`config.mk`:
```
export PLATFORM = sky130hd
export DESIGN_NAME = mdio_link
export DESIGN_NICKNAME = d
export VERILOG_FILES = /design/src/rtl/mdio_pkg.sv /design/src/rtl/mdio_mmd.sv /design/src/rtl/mdio_link.sv
export SDC_FILE = /design/constraint.sdc
export NUM_CORES = 1
export LEC_CHECK = 0
export ABC_AREA = 1
export BUFFER_PORTS_ARGS = -buffer_cell sky130_fd_sc_hd__buf_2
export CAP_MARGIN = 20
export CORE_MARGIN = 4
export CORE_UTILIZATION = 55
export CTS_BUF_LIST = sky130_fd_sc_hd__clkbuf_16
export DETAILED_ROUTE_END_ITERATION = 8
export PLACE_DENSITY_LB_ADDON = 0.08
export SLEW_MARGIN = 5
export SYNTH_ARGS = -nofsm -noshare
export SYNTH_HDL_FRONTEND = slang
export SYNTH_SLANG_ARGS = --single-unit
```
`constraint.sdc`:
```
create_clock -name clk -period 5.4 [get_ports clk]
set_input_delay 0.27 -clock clk [delete_from_list [all_inputs] [get_ports clk]]
set_output_delay 0.27 -clock clk [all_outputs]
set_load 0.02 [all_outputs]
```
`src/rtl/mdio_pkg.sv`:
```
// MDIO encodings, frame bit positions and station state type shared by station and device.
// Defining MDIO_PREAMBLE_EN adds a 32-bit all-ones preamble ahead of every frame.
package mdio_pkg;

  localparam logic [1:0] ST_C22   = 2'b01;
  localparam logic [1:0] OP_WRITE = 2'b01;
  localparam logic [1:0] OP_READ  = 2'b10;
  localparam logic [1:0] TA_WRITE = 2'b10;

  localparam int BIT_HDR_LAST = 13;
  localparam int BIT_TA0      = 14;
  localparam int BIT_TA1      = 15;
  localparam int BIT_DATA0    = 16;
  localparam int BIT_LAST     = 31;

`ifdef MDIO_PREAMBLE_EN
  localparam int PRE_BITS = 32;
`else
  localparam int PRE_BITS = 0;
`endif

  typedef enum logic [1:0] {IDLE, PRE, SHIFT, DONE} stn_state_t;

endpackage

```
`src/rtl/mdio_mmd.sv`:
```
// MDIO device: decodes the station bit stream, answers reads and strobes writes.
// Latency: header fields one cycle after the bit-13 mdc rise, write strobe one cycle after the bit-31 rise.
// Backpressure: none; the device follows mdc and never stalls the station.
module mdio_mmd
  import mdio_pkg::*;
#(
  parameter logic [4:0] PHY_ADDR = 5'b01110
) (
  input  logic        clk,
  input  logic        rst,
  input  logic        active,
  input  logic        mdc,
  input  logic        mdio_line,
  input  logic [15:0] mmd_rd_data,
  output logic        mdio_in,
  output logic [1:0]  mmd_st,
  output logic [1:0]  mmd_op,
  output logic [4:0]  mmd_phyaddr,
  output logic [4:0]  mmd_regaddr,
  output logic [15:0] mmd_wr_data,
  output logic        mmd_wr_stb
);

  localparam int CW = 7;

  logic          mdc_q;
  logic          rise;
  logic [CW-1:0] rise_cnt;
  logic [CW-1:0] cur_bit;
  logic [CW-1:0] fb;
  logic [14:0]   sr;
  logic [13:0]   hdr;
  logic [15:0]   rd_shadow;
  logic          rd_resp;

  // rise_cnt has already advanced for the rest of the high phase, so pull it back to the bit in flight
  assign rise    = mdc & ~mdc_q;
  assign cur_bit = rise_cnt - CW'(mdc & mdc_q);
  assign fb      = cur_bit - CW'(PRE_BITS);
  assign hdr     = {sr[12:0], mdio_line};

  always_ff @(posedge clk) begin
    if (rst) begin
      mdc_q       <= 1'b0;
      rise_cnt    <= '0;
      sr          <= '0;
      rd_shadow   <= '0;
      rd_resp     <= 1'b0;
      mmd_st      <= '0;
      mmd_op      <= '0;
      mmd_phyaddr <= '0;
      mmd_regaddr <= '0;
      mmd_wr_data <= '0;
      mmd_wr_stb  <= 1'b0;
    end else begin
      mdc_q      <= mdc;
      mmd_wr_stb <= 1'b0;
      if (!active) begin
        rise_cnt <= '0;
        rd_resp  <= 1'b0;
      end else if (rise) begin
        rise_cnt <= rise_cnt + CW'(1);
        sr       <= {sr[13:0], mdio_line};
        if (cur_bit == CW'(PRE_BITS + BIT_HDR_LAST)) begin
          mmd_st      <= hdr[13:12];
          mmd_op      <= hdr[11:10];
          mmd_phyaddr <= hdr[9:5];
          mmd_regaddr <= hdr[4:0];
          rd_resp     <= (hdr[13:12] == ST_C22) && (hdr[9:5] == PHY_ADDR) && (hdr[11:10] == OP_READ);
        end
        if (cur_bit == CW'(PRE_BITS + BIT_TA0))
          rd_shadow <= mmd_rd_data;
        if (cur_bit == CW'(PRE_BITS + BIT_LAST) && mmd_st == ST_C22 &&
            mmd_phyaddr == PHY_ADDR && mmd_op == OP_WRITE) begin
          mmd_wr_data <= {sr, mdio_line};
          mmd_wr_stb  <= 1'b1;
        end
      end
    end
  end

  // Line idles high; only an addressed read pulls TA low and returns data
  always_comb begin
    mdio_in = 1'b1;
    if (active && rd_resp && cur_bit >= CW'(PRE_BITS + BIT_TA1)) begin
      if (fb == CW'(BIT_TA1))
        mdio_in = 1'b0;
      else
        mdio_in = rd_shadow[4'(CW'(BIT_LAST) - fb)];
    end
  end

endmodule

```
`src/rtl/mdio_link.sv`:
```
// MDIO station with loopback device (mdio_mmd); MDIO_PREAMBLE_EN prepends a 32-bit preamble.
// Latency: busy the cycle after start_stb, done after 32*MDC_DIV busy cycles (64*MDC_DIV with preamble).
// Backpressure: start_stb is only taken while idle; requests during a frame or its done cycle are dropped.
module mdio_link
  import mdio_pkg::*;
#(
  parameter logic [4:0] PHY_ADDR = 5'b01110,
  parameter int          MDC_DIV  = 4
) (
  input  logic        clk,
  input  logic        rst,
  input  logic        start_stb,
  input  logic [1:0]  st,
  input  logic [1:0]  op,
  input  logic [4:0]  phyaddr,
  input  logic [4:0]  regaddr,
  input  logic [15:0] wr_data,
  output logic [15:0] rd_data,
  output logic        busy,
  output logic        done,
  output logic        mdc,
  output logic        mdio_out,
  output logic        mdio_oe,
  output logic        mdio_in,
  input  logic [15:0] mmd_rd_data,
  output logic [1:0]  mmd_st,
  output logic [1:0]  mmd_op,
  output logic [4:0]  mmd_phyaddr,
  output logic [4:0]  mmd_regaddr,
  output logic [15:0] mmd_wr_data,
  output logic        mmd_wr_stb
);

  localparam int DW   = $clog2(MDC_DIV);
  localparam int HALF = MDC_DIV / 2;

  stn_state_t    state, state_nxt;
  logic [DW-1:0] div_cnt;
  logic [4:0]    bit_cnt;
  logic [31:0]   frame_q;
  logic [15:0]   rd_sr;
  logic          bit_end, last_bit, is_read, mdc_hi, mdio_line;

  assign bit_end   = div_cnt == DW'(MDC_DIV - 1);
  assign last_bit  = bit_end && (bit_cnt == 5'd31);
  assign is_read   = frame_q[29:28] == OP_READ;
  assign mdc_hi    = div_cnt >= DW'(HALF);
  assign mdio_line = mdio_oe ? mdio_out : mdio_in;

  always_ff @(posedge clk) begin
    if (rst) state <= IDLE;
    else     state <= state_nxt;
  end

  always_comb begin
    state_nxt = state;
    case (state)
      IDLE: if (start_stb) begin
`ifdef MDIO_PREAMBLE_EN
        state_nxt = PRE;
`else
        state_nxt = SHIFT;
`endif
      end
      PRE:     if (last_bit) state_nxt = SHIFT;
      SHIFT:   if (last_bit) state_nxt = DONE;
      DONE:    state_nxt = IDLE;
      default: state_nxt = IDLE;
    endcase
  end

  always_comb begin
    busy     = 1'b0;
    done     = 1'b0;
    mdc      = 1'b0;
    mdio_out = 1'b0;
    mdio_oe  = 1'b0;
    case (state)
      PRE: begin
        busy     = 1'b1;
        mdc      = mdc_hi;
        mdio_out = 1'b1;
        mdio_oe  = 1'b1;
      end
      SHIFT: begin
        busy = 1'b1;
        mdc  = mdc_hi;
        // Reads release the line from TA onward; the device owns it until the end of the frame
        if (!(is_read && bit_cnt >= 5'(BIT_TA0))) begin
          mdio_oe  = 1'b1;
          mdio_out = frame_q[5'd31 - bit_cnt];
        end
      end
      DONE:    done = 1'b1;
      default: ;
    endcase
  end

  always_ff @(posedge clk) begin
    if (rst) begin
      div_cnt <= '0;
      bit_cnt <= '0;
      frame_q <= '0;
      rd_sr   <= '0;
      rd_data <= '0;
    end else if (state == IDLE) begin
      div_cnt <= '0;
      bit_cnt <= '0;
      if (start_stb)
        frame_q <= {st, op, phyaddr, regaddr, TA_WRITE, wr_data};
    end else if (busy) begin
      div_cnt <= bit_end ? '0 : div_cnt + DW'(1);
      // bit_cnt wraps 31 -> 0 when the preamble hands over to the frame proper
      if (bit_end)
        bit_cnt <= bit_cnt + 5'd1;
      if (state == SHIFT && is_read && div_cnt == DW'(HALF) && bit_cnt >= 5'(BIT_DATA0))
        rd_sr <= {rd_sr[14:0], mdio_in};
      if (state == SHIFT && is_read && last_bit)
        rd_data <= rd_sr;
    end
  end

  mdio_mmd #(
    .PHY_ADDR(PHY_ADDR)
  ) u_mmd (
    .clk        (clk),
    .rst        (rst),
    .active     (busy),
    .mdc        (mdc),
    .mdio_line  (mdio_line),
    .mmd_rd_data(mmd_rd_data),
    .mdio_in    (mdio_in),
    .mmd_st     (mmd_st),
    .mmd_op     (mmd_op),
    .mmd_phyaddr(mmd_phyaddr),
    .mmd_regaddr(mmd_regaddr),
    .mmd_wr_data(mmd_wr_data),
    .mmd_wr_stb (mmd_wr_stb)
  );

endmodule

```
======== Word level (Yosys, flattened, before mapping) ========
Cells that the tools add are included.
word-level totals
  flip-flop bits (word level) ............. 143
  input bits .............................. 49
  output and inout bits ................... 53
cells by class
  add/subtract/negate cells ............... 6
  order comparisons ....................... 6
  eq/ne operators ......................... 20
  muxes and demuxes ....................... 20
  bitwise logic cells ..................... 6
  reductions and logical operators ........ 28
operators with widths
  operator               number
  $eq A7 B4 Y1 const B   3
  $reduce_and A3 Y1      6
  $logic_and A1 B1 Y1    13
  $eq A2 B2 Y1 const B   6
  $mux W1                11
  $eq A5 B4 Y1 const B   2
  $eq A2 B1 Y1 const B   4
  $mux W2                4
  $pmux W2 S4            1
  $reduce_and A2 Y1      4
  $add A7 B1 Y7 const B  1
  $eq A7 B5 Y1 const B   1
  $ge A7 B4 Y1 const B   1
  $sub A7 B1 Y7          1
  $lt A5 B6 Y1 const B   1
  $ne A2 B2 Y1 const B   3
  $reduce_or A2 Y1       3
  $add A5 B1 Y5 const B  1
  $bmux W1 S5            1
  $eq A5 B5 Y1 const B   1
  $ge A5 B4 Y1 const B   1
  $ge A5 B5 Y1 const B   1
  $lt A4 B5 Y1 const B   1
  $sub A5 B5 Y5 const A  1
  other kinds (9)        14

======== Logic depth before layout (Yosys ltp) ========
Gate-level depths: netlist of run 1.
  depth after elaboration ................. 11
  gate-level depth with buffers ........... 18

======== Hierarchy ========
Synthesis of run 1 repeated with hierarchy kept, for this count alone.
second synthesis, totals
  cell total of the unflattened synthesis .. 921
  area total of the unflattened synthesis .. 6573.8 um2
modules (own cells, without submodules)
  module     instances  cells an instance  area an instance (um2)  sequential area each (um2)
  mdio_mmd   1          492                3517.1                  1421.4
  mdio_link  1          429                3056.7                  1441.4

======== Least setup slack after synthesis of run 1 ========
OpenSTA, ideal clock, no wires.
  path kind ............................... reg2reg
  from .................................... register state[0]
  to ...................................... register u_mmd.sr[0]
  arrival ................................. 2.711 ns
  data required time ...................... 5.291 ns
  setup slack ............................. 2.580 ns
  stages on the path, launching flop included .. 18
  path buffers ............................ 0
  period minus slack after synthesis ...... 2.820 ns
  cells stage by stage .................... dfxtp_1 -> inv_1 -> ha_1 -> o21ai_2 -> nor2_1 -> ha_1 -> ha_1 -> clkinv_1 -> a21oi_1 -> o21ai_0 -> nand3_1 -> nand3b_1 -> nand3_1 -> nand2_1 -> nand2_1 -> nand3_1 -> nand2_1 -> inv_1
on the way
  elaborated cells between the ends (all ways) .. 21
  those cells by class .................... add/sub: 2; order compare: 1; eq/ne: 3; mux: 9; bitwise: 2; reduce/logical: 4
RTL lines
  item                                          line             text
  start: declaration                            mdio_link.sv:37  stn_state_t state, state_nxt;
  start signal: assignment                      mdio_link.sv:52  else state <= state_nxt;
  $eq A2 B2 Y1 or $eq A2 B1 Y1 (tied branches)  mdio_link.sv:78  case (state)
  $reduce_or A2 Y1 (no line) (*)                n/a
  $mux W1 (*)                                   mdio_link.sv:78
  named net busy                                mdio_link.sv:19  output logic busy,
  $logic_and A1 B1 Y1 (*) (2 in a row)          mdio_mmd.sv:85   if (active && rd_resp && cur_bit >= CW'(PRE_BITS + BIT_TA1)) begin
  $mux W1 (*)                                   mdio_mmd.sv:85
  named net mdio_in                             mdio_link.sv:24  output logic mdio_in,
  $mux W1 (*)                                   mdio_link.sv:48  assign mdio_line = mdio_oe ? mdio_out : mdio_in;
  end signal: assignment                        mdio_mmd.sv:63   sr <= {sr[13:0], mdio_line};
  end: declaration                              mdio_mmd.sv:31   logic [14:0] sr;
Mark *: on every way through the listed nets, which the timed path passes. The rest lies on a longest branch. The select of a mux whose other input is x is not followed.
A chain may end at the register's enable or synchronous reset.

======== Worst setup path in the final report of run 1 ========
  from .................................... register state[0]
  to ...................................... output port mdio_in
on the way
  longest elaborated chain between the ends .. 10
  elaborated cells between the ends (all ways) .. 16
  those cells by class .................... add/sub: 2; order compare: 1; eq/ne: 3; mux: 6; bitwise: 1; reduce/logical: 3
RTL lines
  item                                          line             text
  $eq A2 B2 Y1 or $eq A2 B1 Y1 (tied branches)  mdio_link.sv:78
  $reduce_or A2 Y1 (no line) (*)                n/a
  $mux W1                                       mdio_link.sv:78
  $and A1 B1 Y1                                 mdio_mmd.sv:38   assign cur_bit = rise_cnt - CW'(mdc & mdc_q);
  $sub A7 B1 Y7                                 mdio_mmd.sv:38
  $sub A4 B4 Y4                                 mdio_mmd.sv:89   mdio_in = rd_shadow[4'(CW'(BIT_LAST) - fb)];
  $bmux W1 S4                                   mdio_mmd.sv:89
  $mux W1 (not written as such)                 mdio_mmd.sv:89
  $mux W1                                       mdio_mmd.sv:86   if (fb == CW'(BIT_TA1))
  $mux W1 (*)                                   mdio_mmd.sv:85
  end: declaration                              mdio_link.sv:24
Every way passes the cells marked *; elsewhere a longest branch is shown, timed or not. The select of a mux whose other input is x is not followed.

==> results of run 1 <==
-- critical path, stage by stage, from the launching register on --
cell      delay (ns)
dfxtp_1         0.39
inv_1           0.10
ha_1            0.43
o21ai_2         0.17
nor2_1          0.08
ha_1            0.24
ha_1            0.31
clkinv_1        0.23
nand2_1         0.17
nor2_1          0.06
a21oi_1         0.13
nand3_1         0.08
nand3b_1        0.10
nand3_1         0.08
nand2_1         0.20
buf_2           0.21
-- stage by stage --
| step | setup slack [ns] | cell area, sq um | hold WS (ns) | cells | power [W] |
|---|---|---|---|---|---|
| 4_1_cts | 1.732 | 7104 | 0.09635 | 1036 | 0.002992 |
| 3_3_place_gp | 2.269 | 6479 | 0.4338 | 1005 | 0.001734 |
| 5_1_grt | 1.468 | 7116 | 0.1248 | 1037 | 0.003134 |
| 2_1_floorplan | 2.580 | 5963 | 0.4205 | 804 | 0.001618 |
| 3_5_place_dp | 2.057 | 6479 | 0.4404 | 1005 | 0.001752 |
| 6_report | 1.729 | 7116 | 0.1083 | 1037 | 0.002975 |
-- state kept, by name, indices dropped and copies added (netlist names) --
register	flops
u_mmd.mmd_wr_data	16
u_mmd.mmd_regaddr	5
div_cnt	2
state	2
u_mmd.mmd_phyaddr	5
u_mmd.mmd_wr_stb	1
u_mmd.rd_resp	1
rd_sr	16
rd_data	16
u_mmd.mmd_op	2
bit_cnt	5
u_mmd.rd_shadow	16
u_mmd.mmd_st	2
frame_q	31
u_mmd.rise_cnt	7
u_mmd.sr	15
u_mmd.mdc_q	1
-- placed cells by master, fill, tap and decap left out, drive strengths merged, types with 12 or more instances in the layout --
cell type / n
a21oi: 78
buf: 104
clkbuf: 17
dfxtp: 143
ha: 12
inv: 93
nand2: 77
nand3: 37
nor2: 158
o21ai: 137
-- area by class of cell --
cell class              instances  area (sq um)  share of cell area [%]
clock inverters                14         200.2                   2.813
inverters                      93         352.8                   4.959
clock buffers                  17         425.4                   5.979
multi-input cells             530          2572                   36.15
flip-flops and latches        143          2863                   40.23
well taps                     136         170.2                   2.391
repair buffers                104         531.8                   7.473
-- worst paths after layout --
path,cells past startpoint,from,end,slack (ns)
setup reg to reg,13,state[1],u_mmd.rd_shadow[9],1.98
hold reg to reg,2,u_mmd.rd_shadow[13],u_mmd.rd_shadow[13],0.45
setup / recovery,15,state[0],mdio_in,1.73
hold / removal,3,wr_data[12],frame_q[12],0.11
-- power by group through the flow --
stage | sequential [W] | clock (W) | combinational (W)
after floorplan | 0.00124 | 0 | 0.000382
after global placement | 0.00125 | 0 | 0.000482
after global routing | 0.00125 | 0.00131 | 0.000577
final | 0.00124 | 0.00124 | 0.000501
after CTS | 0.00124 | 0.00126 | 0.000502
after detailed placement | 0.00126 | 0 | 0.000495
-- routing by layer --
layer	vias up	part of all wire, %	wire (um)
met5	-	0	0
met4	0	1.6	216
met3	17	4.7	643
met2	120	47	6354
met1	2404	47	6432
li1	2790	-	-
-- kinds of logic (layout without fill, tap and decap cells) --
group                    after synthesis  count (layout)
AND/OR/NAND/NOR                      292             292
AO/OA/AOI/OAI                        223             223
flip-flops                           143             143
buffers and inverters                131             228
adder cells (fa/ha/maj)               12              12
XOR/XNOR                               3               3
==> impl_metrics.tcl, run 1 <==
set metrics [dict create \
    ys_types 35 \
    postRouteAntennaNets 0 \
    clk_path_buf_depth 2 \
    die_height_um 112.1 \
    gr-total-overflow 0 \
    gr-usage-met3_pct 5.013 \
    startpoint_type "register" \
    synth.area.mux_share_pct 0 \
    synth_top_family_by_area "simple AND/OR/NAND/NOR gates" \
    synthTopCellsByCount "nor2_1, dfxtp_1, o21ai_0" \
    initialDrtViolationCount 315 \
    final_nets 950 \
    cts-root-buf "clkbuf_16" \
    dieWidth_um 112.1 \
    synth_fp_nets 865 \
    clock_power_share_pct 41.6 \
    relSlewSlack_pct 41.66 \
    fmax_ghz 0.2724 \
    cap_viol_max_count 0 \
    fin_crit_sh_pct 67.98 \
    diodes 0 \
    cts_buffers 17 \
    detail_route.wl_per_cell_um 13.16 \
    seq_power_share_pct 41.5 \
    post_cts_hold_buffer_count 0 \
    drc 0 \
    synth-simple-area-share_pct 20.60 \
    antenna_found_initial 0 \
    ir_worst_vdd_v 0.0002392 \
    cts_resized 0 \
    p_switching_w 0.0008437 \
    ys_dominant_reg_cell "dfxtp_1" \
    p_int_w 0.002132 \
    synth_compound_area_share_pct 19.45 \
    hold_violations 0 \
    hp-class "in2reg" \
    final_core_utilization_pct 68.01 \
    clock_skew_ns 0.007038 \
    power_leakage_nw 3.199 \
    setup-violations-final 0 \
    syn_area_per_cell_sq_um 7.417 \
    ys_top_cells_by_area "dfxtp_1, o21ai_0, nor2_1" \
    synthesis.area_sq_mm 0.005963 \
    grt_use_met1_pct 28.07 \
    grt_pass1_wl_um 23070 \
    hpwlAfterDp_um 9229 \
    gp_congestion 0.8366 \
    clkSinkCount 143 \
    arrival_ns 3.40 \
    die-area_sq_mm 0.01257 \
    max_slew.worst_pin.slew_ns 0.8752 \
    grt_use_met2_pct 36.31 \
    synth-seq-cells 143 \
    fin_setup_tns_ns 0 \
    cts_max_level 4 \
    rows 37 \
    p_per_area_mw_per_mm2 418.1 \
    cts_tree "yes" \
    synth_edf_count 0 \
    path_class "reg2out" \
    grt_start_max_net_pins 114 \
    final.fill_count 925 \
    synth_top_cell_by_area "dfxtp_1" \
    crit_fanout 9 \
    track_usage_pct 22.03 \
    synth_most_common_cell "nor2_1" \
    insertion_delay_ns 0.42 \
    required_ns 5.13 \
    io_buffers 101 \
    drive_gt1_share_pct 16.54 \
    synthXorXnorAreaFrac_pct 0.5665 \
    final_max_slew_viol_count 0 \
    coreArea_sq_mm 0.01046 \
    grt_pass1_vias 5047 \
    synth_top_area_share_pct 48.01 \
    initial_core_util_pct 57.00 \
    synth_warnings 0 \
    swShare_pct 28.36 \
    busiest_layer "met2" \
    post_cts_buffers 0 \
    synthArstFlopShare_pct 0 \
    end_kind "output pin" \
    first_pass_iters 5 \
    area_delta_synth_final_pct 19.32 \
    clk_pin_slew_worst_paths_ns 0.06 \
    outcome "finished, final reports clean" \
    synthCells 804 \
    vias 5331 \
    rsz0062_at_grt "false" \
    power_frac_comb_pct 16.8 \
    min_period_ns 3.671 \
    io_pins 102 \
    yosys.area_share.adder_pct 2.518 \
    routed_wl_um 13650 \
    seq_area_frac_synth_pct 48.01 \
    routed_via_density 5.141 \
]
(Power assumes the default switching activity.)
==> run 2: changes to the inputs <==
ABC_AREA = 0   (was 1)
CORE_UTILIZATION = 51   (was 55)
clock period = 3.05 ns   (was 5.4 ns; I/O delays follow)
==> run 2 against run 1 <==
Against the previous run: the flow now finishes with violations (setup timing); final cell count rose by 1.9%; synthesized cell count is 5.5% lower; clock power grew 54%; routed wire length is 17% higher; sequential power increased by 58%; first-iteration DRC count is 6.7% lower; via count is 9.8% higher; sequential share of layout area is 4.4 points lower; clock-buffer cell count unchanged; register-to-register slack worse by 2.2 ns; critical endpoint unchanged; largest cell class is now multi-input combinational cells.
==> impl_metrics.tcl, run 2 <==
set metrics [dict create \
    die-area_sq_mm 0.01394 \
    max_slew.worst_pin.slew_ns 1.071 \
    power_leakage_nw 3.026 \
    seq_area_frac_synth_pct 46.33 \
    drive_gt1_share_pct 21.93 \
    synthCells 760 \
    path_class "reg2out" \
    startpoint_type "register" \
    synth_top_cell_by_area "dfxtp_1" \
    synth_most_common_cell "nand2_1" \
    p_per_area_mw_per_mm2 552.6 \
    ys_dominant_reg_cell "dfxtp_1" \
    required_ns 2.90 \
    insertion_delay_ns 0.42 \
    cts_max_level 4 \
    min_period_ns 3.624 \
    initialDrtViolationCount 294 \
    area_delta_synth_final_pct 29.34 \
    fmax_ghz 0.2759 \
    ys_types 51 \
    fin_setup_tns_ns -2.574 \
    cts-root-buf "clkbuf_16" \
    routed_via_density 5.538 \
    io_buffers 101 \
    clock_skew_ns 0.004646 \
    clk_path_buf_depth 2 \
    clkSinkCount 143 \
    min_path_cells 3 \
    r2r_start "state[1]" \
    outcome "complete, but fails checks" \
    relSlewSlack_pct 28.60 \
    cts_tree "yes" \
    vias 5854 \
    top_register "frame_q" \
    rows 39 \
    end_kind "output pin" \
    final_common_cell "nand2_1" \
    r2r_cells 14 \
    synthTopCellsByCount "nand2_1, dfxtp_1, a21oi_1" \
    synth_edf_count 0 \
    ys_top_cells_by_area "dfxtp_1, a21oi_1, nand2_1" \
    holdCritStartpoint "mmd_rd_data[0]" \
    drc 0 \
    synth_fp_nets 821 \
    antenna_found_initial 1 \
    fin_crit_sh_pct 118.8 \
    most-common-layout-cells "nand2_1, dfxtp_1, a21oi_1" \
    clk_pin_slew_worst_paths_ns 0.06 \
    track_usage_pct 23.28 \
    initial_core_util_pct 53.21 \
    detail_route.wl_per_cell_um 15.17 \
    hold_violations 0 \
    gr-total-overflow 0 \
    crit_fanout 2 \
    ir_worst_vdd_v 0.0004544 \
    synth_top_area_share_pct 46.33 \
    die_height_um 118.1 \
    cts_buffers 17 \
    hold_end "u_mmd.rd_shadow[0]" \
    synthesis.area_sq_mm 0.006180 \
    final_max_slew_viol_count 0 \
    first_pass_iters 5 \
    gp_congestion 0.8153 \
    cap_viol_max_count 0 \
    grt_start_max_net_pins 73 \
    io_pins 102 \
    syn_area_per_cell_sq_um 8.131 \
    routed_wl_um 16030 \
    grt_pass1_wl_um 27010 \
    largest_register_ffs 31 \
    fin_ws_ns -0.5744 \
    violations "setup timing" \
    r2r-end "rd_sr[0]" \
    synth-seq-cells 143 \
    grt_pass1_vias 5747 \
    setup-violations-final 21 \
    dieWidth_um 118.1 \
    coreArea_sq_mm 0.01161 \
    final_nets 960 \
    hp-class "in2reg" \
    hpwlAfterDp_um 10420 \
    synth_warnings 0 \
    arrival_ns 3.47 \
    rrSetupSlack_ns -0.19 \
    postRouteAntennaNets 0 \
    rsz0062_at_grt "true" \
    synthArstFlopShare_pct 0 \
    p_total_w 0.004416 \
]
[run 2: cell count changes after synthesis, moves of 6 or more]
| cell | delta |
|---|---|
| nand3_1 | +18 |
| nand2_1 | +91 |
| o21ai_1 | +40 |
| nor2b_1 | +6 |
| o21ai_0 | -125 |
| mux4_2 | +13 |
| a21oi_1 | +52 |
| nor2_1 | -129 |
| clkbuf_1 | +28 |
| xnor2_1 | +6 |
| inv_1 | -73 |
| mux2i_1 | +6 |
[run 2: worst max path at each step]
| stage | cells past startpoint | endpoint | start | slack, ns |
|---|---|---|---|---|
| after floorplan | 13 | u_mmd.mmd_wr_data[0] | state[1] | -0.10 |
| after CTS | 13 | mdio_in | state[1] | -0.60 |
| after detailed placement | 13 | mdio_in | div_cnt[0] | -0.20 |
| final | 13 | mdio_in | state[1] | -0.57 |
| after global placement | 13 | mdio_in | div_cnt[0] | -0.15 |
| after global routing | 13 | mdio_in | state[1] | -0.67 |
[run 2: worst max-delay path: stages, from the launching register on]
cell and delay, ns:
dfxtp_2 0.33, inv_2 0.05, ha_4 0.25, o21ai_4 0.06
nor2_1 0.06, ha_2 0.19, ha_4 0.28, mux4_2 0.51
mux4_2 0.48, or3_1 0.33, o221ai_2 0.09, and3_4 0.26
inv_2 0.03, buf_2 0.14
[run 2: layer usage]
layer	vias up	track usage, %	wire length (um)
met1	2750	27.91	7017
li1	2916	-	-
met2	142	39.44	7932
met4	0	10.62	471
met5	-	0	0
met3	46	5.526	612
[run 2: layout make-up]
class	count	area, sq um
fillers	955	3621
diodes	2	5.005
inverters	16	60.06
clock buffers	17	425.4
clock inverters	15	121.4
repair buffers	183	1262
well taps	143	178.9
flip-flops and latches	143	2868
multi-input cells	538	3072
[run 2: kinds of logic (layout without fill, tap and decap cells)]
group / after synthesis / after routing / synth area share, %
AOI/OAI and AO/OA: 202 / 202 / 17.39
xor gates and xnor gates: 11 / 11 / 1.559
adders and majority gates: 12 / 12 / 2.430
buffers and inverters: 79 / 231 / 5.203
DFF: 143 / 143 / 46.33
muxes: 19 / 19 / 5.710
other: 0 / 2 / 0
and+or+nand+nor: 294 / 294 / 21.38
[run 2: per-stage QoR]
| step | instances | hold slack [ns] | worst slack (ns) | instance area (sq um) | utilization (%) |
|---|---|---|---|---|---|
| after global placement | 974 | 0.3922 | -0.1518 | 6938 | 59.74 |
| final | 1057 | 0.01455 | -0.5744 | 7993 | 68.82 |
| after detailed placement | 974 | 0.3999 | -0.2011 | 6938 | 59.74 |
| after CTS | 1053 | 0.0004743 | -0.6020 | 7973 | 68.65 |
| after global routing | 1055 | 0.001588 | -0.6723 | 7988 | 68.78 |
| after floorplan | 760 | 0.2885 | -0.1024 | 6231 | - |
[run 2: what timing repair did]
| item | in CTS | in global routing |
|---|---|---|
| gates cloned | 0 | 0 |
| pin swaps | 4 | 1 |
| gates resized for setup | 8 | 0 |
| hold buffers | 44 | 0 |
| endpoints found under the setup margin | 7 | 21 |
| buffers inserted | 3 | 2 |
| hold endpoints to repair | 44 | 0 |
[run 2: power by group]
part / switching, W / internal (W) / total (W)
registers: 0.0000338 / 0.00193 / 0.00196
clock network: 0.000795 / 0.00111 / 0.00191
logic: 0.000313 / 0.000232 / 0.000545
total: 0.00114 / 0.00327 / 0.00442
==> run 3: changes to the inputs <==
CORE_UTILIZATION = 55   (was 51)
SKIP_CTS_REPAIR_TIMING = 1   (was unset)
clock period = 4.6 ns   (was 3.05 ns; I/O delays follow)
==> run 3 against run 2 <==
Against the previous run: the run now ends clean; flip-flop and latch count did not move; register-to-register slack improved by 1.0 ns; sequential share of layout area rose by 4.1 points; non-clock buffer count fell by 77; total power fell by 38%; worst setup slack improved by 0.87 ns; core utilization fell by 3.4 points; clock power fell by 38%; sequential power fell by 34%; critical path type unchanged; largest cell class unchanged; largest power group unchanged.
==> impl_metrics.tcl, run 3 (synthesis gave the netlist of run 2 again) <==
set metrics [dict create \
    startpoint_type "register" \
    crit_path_start "state[0]" \
    r2r_start "state[0]" \
    gp_congestion 0.8487 \
    p_per_area_mw_per_mm2 385.1 \
    r2r_cells 12 \
    routed_wl_um 14760 \
    end_kind "output pin" \
    die-area_sq_mm 0.01300 \
    clock_skew_ns 0.01385 \
    relSlewSlack_pct 28.51 \
    cap_viol_max_count 0 \
    setup-violations-final 0 \
    largest_register_ffs 31 \
    path_class "reg2out" \
    coreArea_sq_mm 0.01094 \
    power_leakage_nw 2.657 \
    arrival_ns 4.07 \
    final_nets 883 \
    grt_start_max_net_pins 92 \
    p_total_w 0.002757 \
    area_delta_synth_final_pct 15.85 \
    grt_use_met1_pct 26.79 \
    final_common_cell "nand2_1" \
    hpwlAfterDp_um 9902 \
    most-common-layout-cells "nand2_1, dfxtp_1, a21oi_1" \
    gr-total-overflow 0 \
    fin_setup_tns_ns 0 \
    ir_worst_vdd_v 0.0002938 \
    cts_tree "yes" \
    antenna_found_initial 0 \
    top_register "frame_q" \
    rsz0062_at_grt "false" \
    clk_path_buf_depth 2 \
    io_buffers 101 \
    r2r-end "u_mmd.mmd_wr_data[0]" \
    cts_max_level 4 \
    fmax_ghz 0.2325 \
    postRouteAntennaNets 0 \
    required_ns 4.37 \
    crit_path_cell_trace "inv_1, ha_1, o21ai_1, nor2_1, ha_1, ha_2, mux4_2, mux4_2, or3_1, o221ai_1, and3_1, inv_1, buf_2" \
    grt_pass1_vias 5360 \
    hold_violations 0 \
    grt_pass1_wl_um 24280 \
    die_height_um 114 \
    vias 5570 \
    min_period_ns 4.302 \
    hp-class "in2reg" \
    gr-usage-met3_pct 6.684 \
    cts_buffers 17 \
    first_pass_iters 4 \
    rows 38 \
    cp_slowest_cell "mux4_2" \
    dieWidth_um 114 \
    insertion_delay_ns 0.42 \
    track_usage_pct 23.00 \
    final.fill_count 949 \
    diodes 0 \
    grt_use_met2_pct 38.29 \
    cts-root-buf "clkbuf_16" \
    outcome "finished, final reports clean" \
    fin_crit_sh_pct 93.52 \
    drc 0 \
    max_slew.worst_pin.slew_ns 1.072 \
    initial_core_util_pct 56.51 \
    initialDrtViolationCount 308 \
    busiest_layer "met2" \
    cp-endpoint "mdio_in" \
    clkSinkCount 143 \
    routed_via_density 5.713 \
    detail_route.wl_per_cell_um 15.14 \
    crit_fanout 7 \
    clk_pin_slew_worst_paths_ns 0.06 \
    rrSetupSlack_ns 0.82 \
    drive_gt1_share_pct 17.84 \
    cpPeakStageDelay_ns 0.56 \
    final_max_slew_viol_count 0 \
    io_pins 102 \
]
run 3: changes by cell type in the layout (fill, tap and decap cells not counted), sizes merged:
cell,change
clkinv,+4
diode,-2
dlygate4sd3,-44
buf,-33
bufinv,-1
clkinvlp,-2
inv,-1
run 3: cell type report:
| type | count | area (sq um) | area share, % |
|---|---|---|---|
| clock buffer | 17 | 425.4 | 5.942 |
| inverter | 16 | 60.06 | 0.8389 |
| timing repair buffer | 106 | 545.5 | 7.620 |
| tap | 140 | 175.2 | 2.447 |
| clock inverter | 15 | 83.83 | 1.171 |
| sequential | 143 | 2863 | 39.99 |
| multi-input combinational | 538 | 3007 | 42.00 |
run 3: critical path: cells and delay by family, from the launching register on:
kind                     cells  cell delay, ns
AND/OR/NAND/NOR              3            0.67
adder cells (fa/ha/maj)      3            0.95
flip-flops                   1            0.41
multiplexers                 2            1.04
buffers and inverters        3            0.29
AO/OA/AOI/OAI                2            0.28
run 3: through the flow:
step | cell area, sq um | instances | worst slack [ns] | hold WS, ns | utilization [%]
global placement | 6648 | 943 | 0.7765 | 0.4412 | 60.79
CTS | 7157 | 975 | 0.1945 | 0.03238 | 65.45
floorplan | 6180 | 760 | 1.040 | 0.3660 | -
global route | 7159 | 975 | 0.04362 | 0.03194 | 65.47
finish | 7159 | 975 | 0.2982 | 0.04341 | 65.47
detailed placement | 6648 | 943 | 0.6663 | 0.4469 | 60.79
run 3: power breakdown:
group          internal, W  switching, W
sequential         0.00128     0.0000260
clock             0.000672      0.000506
combinational    0.0000960      0.000178
run 3: routing by layer:
metal  up-vias  wire (um)
met2       162       7318
met1      2627       6165
li1       2746          -
met5         -          0
met4         0        431
met3        35        846
run 3: worst min path at each step:
| stage | start | end | slack [ns] | cells after the start |
|---|---|---|---|---|
| final | phyaddr[1] | frame_q[24] | 0.04 | 3 |
| after global routing | phyaddr[2] | frame_q[25] | 0.03 | 3 |
| after CTS | phyaddr[1] | frame_q[24] | 0.03 | 3 |
| after detailed placement | rd_data[5] | rd_data[5] | 0.45 | 2 |
| after global placement | frame_q[5] | frame_q[5] | 0.44 | 2 |
| after floorplan | wr_data[0] | frame_q[0] | 0.37 | 2 |
